## src/rtl/tdm_mux8_if.sv

```systemverilog
// rtl/tdm_mux8_if.sv - snapshot handshake and TDM lane bundle for tdm_mux8
interface tdm_mux8_if #(
  parameter int DATA_W = 1
);
  logic                  en;
  logic [8*DATA_W-1:0]   in_data;
  logic [7:0]            chan_mask;
  logic                  in_valid;
  logic                  in_ready;
  logic [DATA_W-1:0]     out_data;
  logic [2:0]            out_sel;
  logic                  out_valid;
  logic                  frame_start;
  logic                  frame_end;

  modport master (
    output en, in_data, chan_mask, in_valid,
    input  in_ready, out_data, out_sel, out_valid, frame_start, frame_end
  );

  modport slave (
    input  en, in_data, chan_mask, in_valid,
    output in_ready, out_data, out_sel, out_valid, frame_start, frame_end
  );
endinterface

```

## src/rtl/tdm_mux8.sv

```systemverilog
// rtl/tdm_mux8.sv - eight-channel TDM transmitter, one channel word per slot
module tdm_mux8 #(
  parameter int DATA_W      = 1,
  parameter int SLOT_CYCLES = 1
) (
  input  logic       clk,
  input  logic       rst_n,
  tdm_mux8_if.slave  bus
);
  localparam int DIV_W = (SLOT_CYCLES > 1) ? $clog2(SLOT_CYCLES) : 1;
  localparam logic [DIV_W-1:0] DIV_LAST = DIV_W'(SLOT_CYCLES - 1);

  typedef enum logic {IDLE, SEND} state_t;

  state_t              state;
  logic [2:0]          slot;
  logic [DIV_W-1:0]    div;
  logic [8*DATA_W-1:0] shadow;
  logic [7:0]          mask;

  logic                frame_last;
  logic                accept;
  logic [2:0]          next_slot;
  logic [DIV_W-1:0]    next_div;

  assign frame_last   = (state == SEND) && (slot == 3'd7) && (div == DIV_LAST);
  assign bus.in_ready = bus.en && ((state == IDLE) || frame_last);
  assign accept       = bus.in_valid && bus.in_ready;

  always_comb begin
    next_slot = slot;
    next_div  = div + DIV_W'(1);
    if (div == DIV_LAST) begin
      next_slot = slot + 3'd1;
      next_div  = '0;
    end
  end

  // Outputs are computed from the next position so they line up with the registered counters.
  always_ff @(posedge clk or negedge rst_n) begin
    if (!rst_n) begin
      state           <= IDLE;
      slot            <= '0;
      div             <= '0;
      shadow          <= '0;
      mask            <= '0;
      bus.out_data    <= '0;
      bus.out_sel     <= '0;
      bus.out_valid   <= 1'b0;
      bus.frame_start <= 1'b0;
      bus.frame_end   <= 1'b0;
    end else if (bus.en) begin
      if (accept) begin
        state           <= SEND;
        slot            <= '0;
        div             <= '0;
        shadow          <= bus.in_data;
        mask            <= bus.chan_mask;
        bus.out_sel     <= '0;
        bus.out_valid   <= bus.chan_mask[0];
        bus.out_data    <= bus.chan_mask[0] ? bus.in_data[DATA_W-1:0] : '0;
        bus.frame_start <= 1'b1;
        bus.frame_end   <= 1'b0;
      end else if (frame_last) begin
        state           <= IDLE;
        slot            <= '0;
        div             <= '0;
        bus.out_sel     <= '0;
        bus.out_valid   <= 1'b0;
        bus.out_data    <= '0;
        bus.frame_start <= 1'b0;
        bus.frame_end   <= 1'b0;
      end else if (state == SEND) begin
        slot            <= next_slot;
        div             <= next_div;
        bus.out_sel     <= next_slot;
        bus.out_valid   <= mask[next_slot];
        bus.out_data    <= mask[next_slot] ? shadow[int'(next_slot)*DATA_W +: DATA_W] : '0;
        bus.frame_start <= 1'b0;
        bus.frame_end   <= (next_slot == 3'd7) && (next_div == DIV_LAST);
      end
    end
  end
endmodule

```

## src/flat_wrapper.sv

```systemverilog
// flat-port wrapper written by rule: the top's interface ports become plain ports
module tdm_mux8_flat 
#(
  parameter int DATA_W      = 1,
  parameter int SLOT_CYCLES = 1
)
  (clk, rst_n, bus_en, bus_in_data, bus_chan_mask, bus_in_valid, bus_in_ready, bus_out_data, bus_out_sel, bus_out_valid, bus_frame_start, bus_frame_end);
  tdm_mux8_if #(.DATA_W(DATA_W)) bus_i ();
  input  logic clk;
  input  logic rst_n;
  input wire logic [$bits(bus_i.en)-1:0] bus_en;
  input wire logic [$bits(bus_i.in_data)-1:0] bus_in_data;
  input wire logic [$bits(bus_i.chan_mask)-1:0] bus_chan_mask;
  input wire logic [$bits(bus_i.in_valid)-1:0] bus_in_valid;
  output wire logic [$bits(bus_i.in_ready)-1:0] bus_in_ready;
  output wire logic [$bits(bus_i.out_data)-1:0] bus_out_data;
  output wire logic [$bits(bus_i.out_sel)-1:0] bus_out_sel;
  output wire logic [$bits(bus_i.out_valid)-1:0] bus_out_valid;
  output wire logic [$bits(bus_i.frame_start)-1:0] bus_frame_start;
  output wire logic [$bits(bus_i.frame_end)-1:0] bus_frame_end;
  assign bus_i.en = bus_en;
  assign bus_i.in_data = bus_in_data;
  assign bus_i.chan_mask = bus_chan_mask;
  assign bus_i.in_valid = bus_in_valid;
  assign bus_in_ready = bus_i.in_ready;
  assign bus_out_data = bus_i.out_data;
  assign bus_out_sel = bus_i.out_sel;
  assign bus_out_valid = bus_i.out_valid;
  assign bus_frame_start = bus_i.frame_start;
  assign bus_frame_end = bus_i.frame_end;
  tdm_mux8 #(.DATA_W(DATA_W), .SLOT_CYCLES(SLOT_CYCLES)) u_core (.clk(clk), .rst_n(rst_n), .bus(bus_i));
endmodule
```

## config.mk

```make
export PLATFORM = sky130hd
export DESIGN_NAME = tdm_mux8_flat
export DESIGN_NICKNAME = d
export VERILOG_FILES = /design/src/rtl/tdm_mux8_if.sv /design/src/rtl/tdm_mux8.sv /design/src/flat_wrapper.sv
export SDC_FILE = /design/constraint.sdc
export NUM_CORES = 1
export LEC_CHECK = 0
export CAP_MARGIN = 20
export CORE_MARGIN = 2
export CORE_UTILIZATION = 48
export CTS_CLUSTER_SIZE = 16
export DETAILED_ROUTE_END_ITERATION = 8
export PLACE_DENSITY_LB_ADDON = 0.3
export SLEW_MARGIN = 20
export SYNTH_ARGS = -nofsm -noshare
export SYNTH_HDL_FRONTEND = slang
export SYNTH_SLANG_ARGS = --single-unit
```

## constraint.sdc

```tcl
create_clock -name clk -period 1.8 [get_ports clk]
set_input_delay 0.18 -clock clk [delete_from_list [all_inputs] [get_ports clk]]
set_output_delay 0.18 -clock clk [all_outputs]
set_load 0.02 [all_outputs]
```

==> flow_metrics.tcl, run 1 <==
set metrics [dict create \
    status "completed" \
    ir_drop_v 0.000953 \
    power_frac_comb 0.499 \
    synth.ff_latch_count 24 \
    holdWs_ps 220 \
    cp_slowest_stage_delay_ps 410 \
    crit_buf_inv 1 \
    synth_cell_types 24 \
    grt_overflow 0 \
    routabilityCongestion 0.859 \
    insertion_delay_ps 310 \
    crit_path_max_fanout 2 \
    cts-root-buf "clkbuf_4" \
    die_area_mm2 0.00279 \
    dp_cells 185 \
    required_ps 1620 \
    wl_per_cell_um 13.1 \
    die_h_um 52.8 \
    io_pins 28 \
    min-delay-path-class "in -> async" \
    cts.sink_count 24 \
    num_antenna_cells 0 \
    critPathArrivalTime_ps 1530 \
    cts_tree "done" \
    drive_gt1_frac 0.131 \
    p_int_mw 1.42 \
    synth_ff_type "dfrtp_1" \
    drc 0 \
    cellLeakagePower_nw 0.733 \
    fin_cells 188 \
    yosys.area.top_type "dfrtp_1" \
    p_clk_frac 0.097 \
    post_cts_buffers 0 \
    path_delay_family "flip-flops" \
    synth_area_mm2 0.00114 \
    crit_chain "ha_2, ha_4, nand2b_1, and2_4, buf_4" \
    dp_hpwl_um 1840 \
    initial_core_util 0.513 \
    pwr-share-seq 0.404 \
    port_buffers 27 \
    finalCriticalPeriod_ps 1710 \
    synthDominantCellAreaShare 0.525 \
    fmax_mhz 585 \
    vias 983 \
    core_area_mm2 0.00223 \
    maxSlewViolCount 0 \
    maxCapViolations 0 \
    routed_via_density 5.23 \
    postSynth.asyncResetShare 1.00 \
    yosys_warnings 0 \
    place_area_mm2 0.00149 \
    first_global_vias 965 \
    rsz0062_at_grt "no" \
    tightest_slew_ps 344 \
    synth_area_leaders "dfrtp_1 (52%), nand2_1 (18%), mux2i_1 (7.0%)" \
    grt_start_max_net_pins 25 \
    final-hold-violation-count 0 \
    crit_path_end_kind "output pin" \
    fin_crit_sh 0.949 \
    fin_worst_skew_ps 1.62 \
    netSwitchingPower_uw 889 \
    clk_path_buf_depth 2 \
    path_class "reg -> out" \
    syn_inst 124 \
    rows 17 \
    synth_nets 147 \
    grt_use_total 0.210 \
    antenna_found_initial 0 \
    setup_viol 0 \
    yosysSeqAreaShare 0.525 \
    startpoint_type "flop" \
    switching_share 0.384 \
    fp.dieW_um 52.8 \
    cts_buffers 3 \
    synth_commonest_cells "nand2_1 (54), dfrtp_1 (24), mux2i_1 (8)" \
    finalSetupTns_ps 0 \
    finalInstanceArea_mm2 0.00153 \
    cts_resized 4 \
    relSlewSlack 0.770 \
    nets 185 \
    first_pass_iters 4 \
    cpMaxStageDelayCell "dfrtp_1" \
    routed_wirelength_um 2460 \
    power_density_mw_per_mm2 1510 \
    htreeDepth 1 \
    synth_most_common_cell "nand2_1" \
    synth_edf_count 0 \
    ant_nets 0 \
    syn_to_final_growth_pct 33.8 \
    drtIter0Drc 24 \
    postSynthAreaPerCell_um2 9.23 \
    grt_pass1_wl_um 4160 \
    path_clk_slew_ps 120 \
    cts_hold_buffers 0 \
]
-- state kept, by name (all words and copies together), names as in the netlist --
register	cells
u_core.bus.frame_end	1
u_core.bus.frame_start	1
u_core.bus.out_data	1
u_core.bus.out_sel	3
u_core.bus.out_valid	1
u_core.mask	8
u_core.shadow	8
u_core.state	1
-- cells in the final DEF (no fill, tap or decap), types with 3 or more instances in the layout --
| cell type | count |
|---|---|
| o21ai_0 | 3 |
| buf_4 | 10 |
| clkdlybuf4s50_1 | 26 |
| nor2b_1 | 3 |
| mux2i_1 | 8 |
| inv_1 | 3 |
| nand2_1 | 54 |
| clkbuf_4 | 3 |
| dfrtp_1 | 24 |
-- stage by stage --
stage | power (mW) | util | worst slack, ps
4_1_cts | 2.29 | 0.673 | 36.7
6_report | 2.31 | 0.686 | 91.0
2_1_floorplan | 1.63 | - | 2.24
3_5_place_dp | 2.06 | 0.666 | 5.20
3_3_place_gp | 2.00 | 0.666 | 55.3
5_1_grt | 2.50 | 0.686 | 8.88
-- metal layers --
metal | wire length, um | share of wire | global-route usage | vias up
met3 | 174 | 0.071 | 0.0371 | 6
met1 | 997 | 0.41 | 0.260 | 454
met5 | 0 | 0 | 0 | -
met4 | 45 | 0.018 | 0.111 | 0
met2 | 1240 | 0.50 | 0.346 | 44
li1 | - | - | - | 479
-- layout make-up --
cell class	count	area, um2
Fill cell	195	702
Sequential cell	24	601
Inverter	3	11.3
Tap cell	28	35.0
Multi-Input combinational cell	93	515
Timing Repair Buffer	37	347
Clock buffer	3	22.5
-- power by group through the flow --
| stage | Clock (mW) | Sequential, mW | Combinational [mW] |
|---|---|---|---|
| after CTS | 0.238 | 0.928 | 1.12 |
| after floorplan | 0 | 0.990 | 0.643 |
| after detailed placement | 0 | 0.941 | 1.12 |
| final | 0.224 | 0.934 | 1.15 |
| after global routing | 0.257 | 0.961 | 1.28 |
| after global placement | 0 | 0.928 | 1.08 |
-- cell families (layout without fill, tap and decap cells) --
family	count (synthesis)	count (layout)	synth area share
AOI/OAI and AO/OA	14	14	0.0787
adders and majority gates	3	3	0.0328
muxes	8	8	0.0699
buffers and inverters	7	43	0.0437
and+or+nand+nor	68	68	0.250
DFF	24	24	0.525
-- worst reg2reg max path: stages, from the launching register on --
cell      delay [ps]
dfrtp_1          410
ha_2             190
ha_4             150
nand2b_1         150
buf_4            150
and3_2           250
buf_4            170
nand2_1           70
nand2_1           50
-- final timing paths --
| check | start | endpoint | slack [ps] | cells past startpoint |
|---|---|---|---|---|
| worst max-delay path | u_core.bus.out_sel[1] | bus_in_ready | 90 | 5 |
| worst min-delay path | rst_n | u_core.mask[0] | 220 | 2 |
| worst max register to register | u_core.bus.out_sel[1] | u_core.shadow[2] | 110 | 8 |
| worst min register to register | u_core.mask[2] | u_core.mask[2] | 490 | 2 |
| max in group asynchronous | rst_n | u_core.mask[2] | 1360 | 2 |
| min in group clk | bus_in_data[3] | u_core.shadow[3] | 380 | 3 |
No activity file was read; power rests on OpenSTA's default activity.
==> inputs of run 2 (changes only) <==
Settings changed: HOLD_SLACK_MARGIN set to 0.08.
==> results of run 2 <==
Same layout as run 1: the final DEF is identical, and so are final timing and power.
==> inputs of run 3 (changes only) <==
Settings changed: CORE_MARGIN 2 to unset, CTS_CLUSTER_SIZE 16 to unset.
==> run 3 against run 2 <==
Against the previous run:
- cell area shrank 1.1%
- core utilization shrank 0.78 points
- maximum frequency shrank 0.30%
- sequential power shrank 0.6%
- non-clock buffer count shrank 1
==> flow_metrics.tcl, run 3 (synthesis results as in run 1) <==
set metrics [dict create \
    layout_common_cells "nand2_1 (54), clkdlybuf4s50_1 (26), dfrtp_1 (24)" \
    n_fill_cell 200 \
    drive_gt1_frac 0.119 \
    crit_path_end_kind "output pin" \
    ir_drop_v 0.000963 \
    critPathArrivalTime_ps 1530 \
    path_clk_slew_ps 120 \
    finalSetupTns_ps 0 \
    cts_tree "done" \
    r2r-start "u_core.bus.out_sel[0]" \
    core_area_mm2 0.00223 \
    die_h_um 50.8 \
    cpMostUsedCell "ha_2" \
    io_pins 28 \
    path_class "reg -> out" \
    multi_input_area_um2 509 \
    setup_viol 0 \
    fmax_mhz 583 \
    routed_wirelength_um 2340 \
    crit_buf_inv 1 \
    ant_nets 0 \
    routabilityCongestion 0.791 \
    first_global_vias 919 \
    power_density_mw_per_mm2 1510 \
    required_ps 1620 \
    antenna_found_initial 0 \
    cp-endpoint "bus_in_ready" \
    cts.sink_count 24 \
    grt_start_max_net_pins 25 \
    startpoint_type "flop" \
    cp_slowest_stage_delay_ps 410 \
    grt_overflow 0 \
    cts_hold_buffers 0 \
    grt_pass1_wl_um 4120 \
    fin_crit_sh 0.952 \
    tightest_slew_ps 631 \
    port_buffers 27 \
    holdWs_ps 198 \
    insertion_delay_ps 310 \
    fin_worst_skew_ps 2.41 \
    htreeDepth 1 \
    final_common_cell "nand2_1" \
    top_regs "u_core.mask (8), u_core.shadow (8), u_core.bus.out_sel (3)" \
    routed_via_density 5.16 \
    cp.depth 5 \
    reg2reg_slack_ps 100 \
    regArea_um2 601 \
    cpMaxStageDelayCell "dfrtp_1" \
    wl_per_cell_um 12.5 \
    clk_path_buf_depth 2 \
    rows 17 \
    crit_path_max_fanout 5 \
    initial_core_util 0.513 \
    rsz0062_at_grt "no" \
    fp.dieW_um 50.8 \
    fin_cells 187 \
    num_antenna_cells 0 \
    drtIter0Drc 13 \
    min-delay-path-class "in -> async" \
    path_delay_family "flip-flops" \
    first_pass_iters 4 \
    fin_ws_ps 85.8 \
    relSlewSlack 0.576 \
    drc 0 \
    final-hold-violation-count 0 \
    finalCriticalPeriod_ps 1710 \
    nets 184 \
    dp_slack_ps -65.4 \
    cts-root-buf "clkbuf_4" \
    post_cts_buffers 0 \
    dp_hpwl_um 1780 \
    reg2reg_depth 7 \
    maxSlewViolCount 0 \
    grt_use_total 0.218 \
    finalPower_mw 2.28 \
    dp_cells 184 \
    maxCapViolations 0 \
    syn_to_final_growth_pct 32.2 \
    die_area_mm2 0.00258 \
    crit_start "u_core.bus.out_sel[0]" \
    cellLeakagePower_nw 0.731 \
    crit_chain "ha_2, ha_2, nand2b_4, and2_4, buf_4" \
    vias 964 \
    cts_buffers 3 \
    status "completed" \
    rr_endpoint "u_core.bus.out_data" \
]
run 3: cell types whose count changed in the layout (fill, tap and decap cells not counted):
cell      before  now
and3_1         0    1
and3_2         1    0
buf_6          1    0
ha_1           0    1
ha_4           1    0
nand2b_1       1    0
nand2b_4       0    1
run 3: layout make-up:
type | count | area share
timing repair buffer | 36 | 0.221
tap | 28 | 0.0231
sequential | 24 | 0.397
inverter | 3 | 0.00744
clock buffer | 3 | 0.0149
multi-input combinational | 93 | 0.336
run 3: what timing repair did:
item	4_1_cts	5_1_grt
gates resized for setup	5	4
pin swaps	0	0
setup endpoints to repair	1	3
run 3: per-stage QoR:
step	cell area [um2]	utilization
5_1_grt	1510	0.678
4_1_cts	1500	0.673
3_3_place_gp	1480	0.662
3_5_place_dp	1480	0.662
2_1_floorplan	1140	-
6_report	1510	0.678
run 3: layer usage:
layer,GRT usage,vias up,part of all wire
li1,-,478,-
met2,0.338,26,0.50
met3,0.0387,5,0.040
met5,0,-,0
met1,0.294,455,0.44
met4,0.111,0,0.020
run 3: worst min-delay path by stage:
stage	start	end	slack, ps	cells past startpoint
finish	rst_n	u_core.state	200	2
global route	rst_n	u_core.bus.out_sel[2]	240	2
CTS	rst_n	u_core.bus.out_sel[2]	200	2
detailed placement	u_core.mask[6]	u_core.mask[6]	470	2
global placement	u_core.bus.frame_start	u_core.bus.frame_start	460	2
floorplan	rst_n	u_core.bus.frame_end	-120	0
run 3: power breakdown:
group	switching [mW]	internal, mW	total (mW)
Combinational	0.579	0.545	1.12
Sequential	0.144	0.783	0.928
Clock	0.153	0.0785	0.232
Total	0.877	1.41	2.28
run 3: worst reg2reg max path, stage by stage (launching register included):
cell     delay (ps)
dfrtp_1         380
buf_4           170
inv_1            60
ha_1            370
nor2b_1         190
a22oi_1         170
nand4_1         150
o21ai_1         150
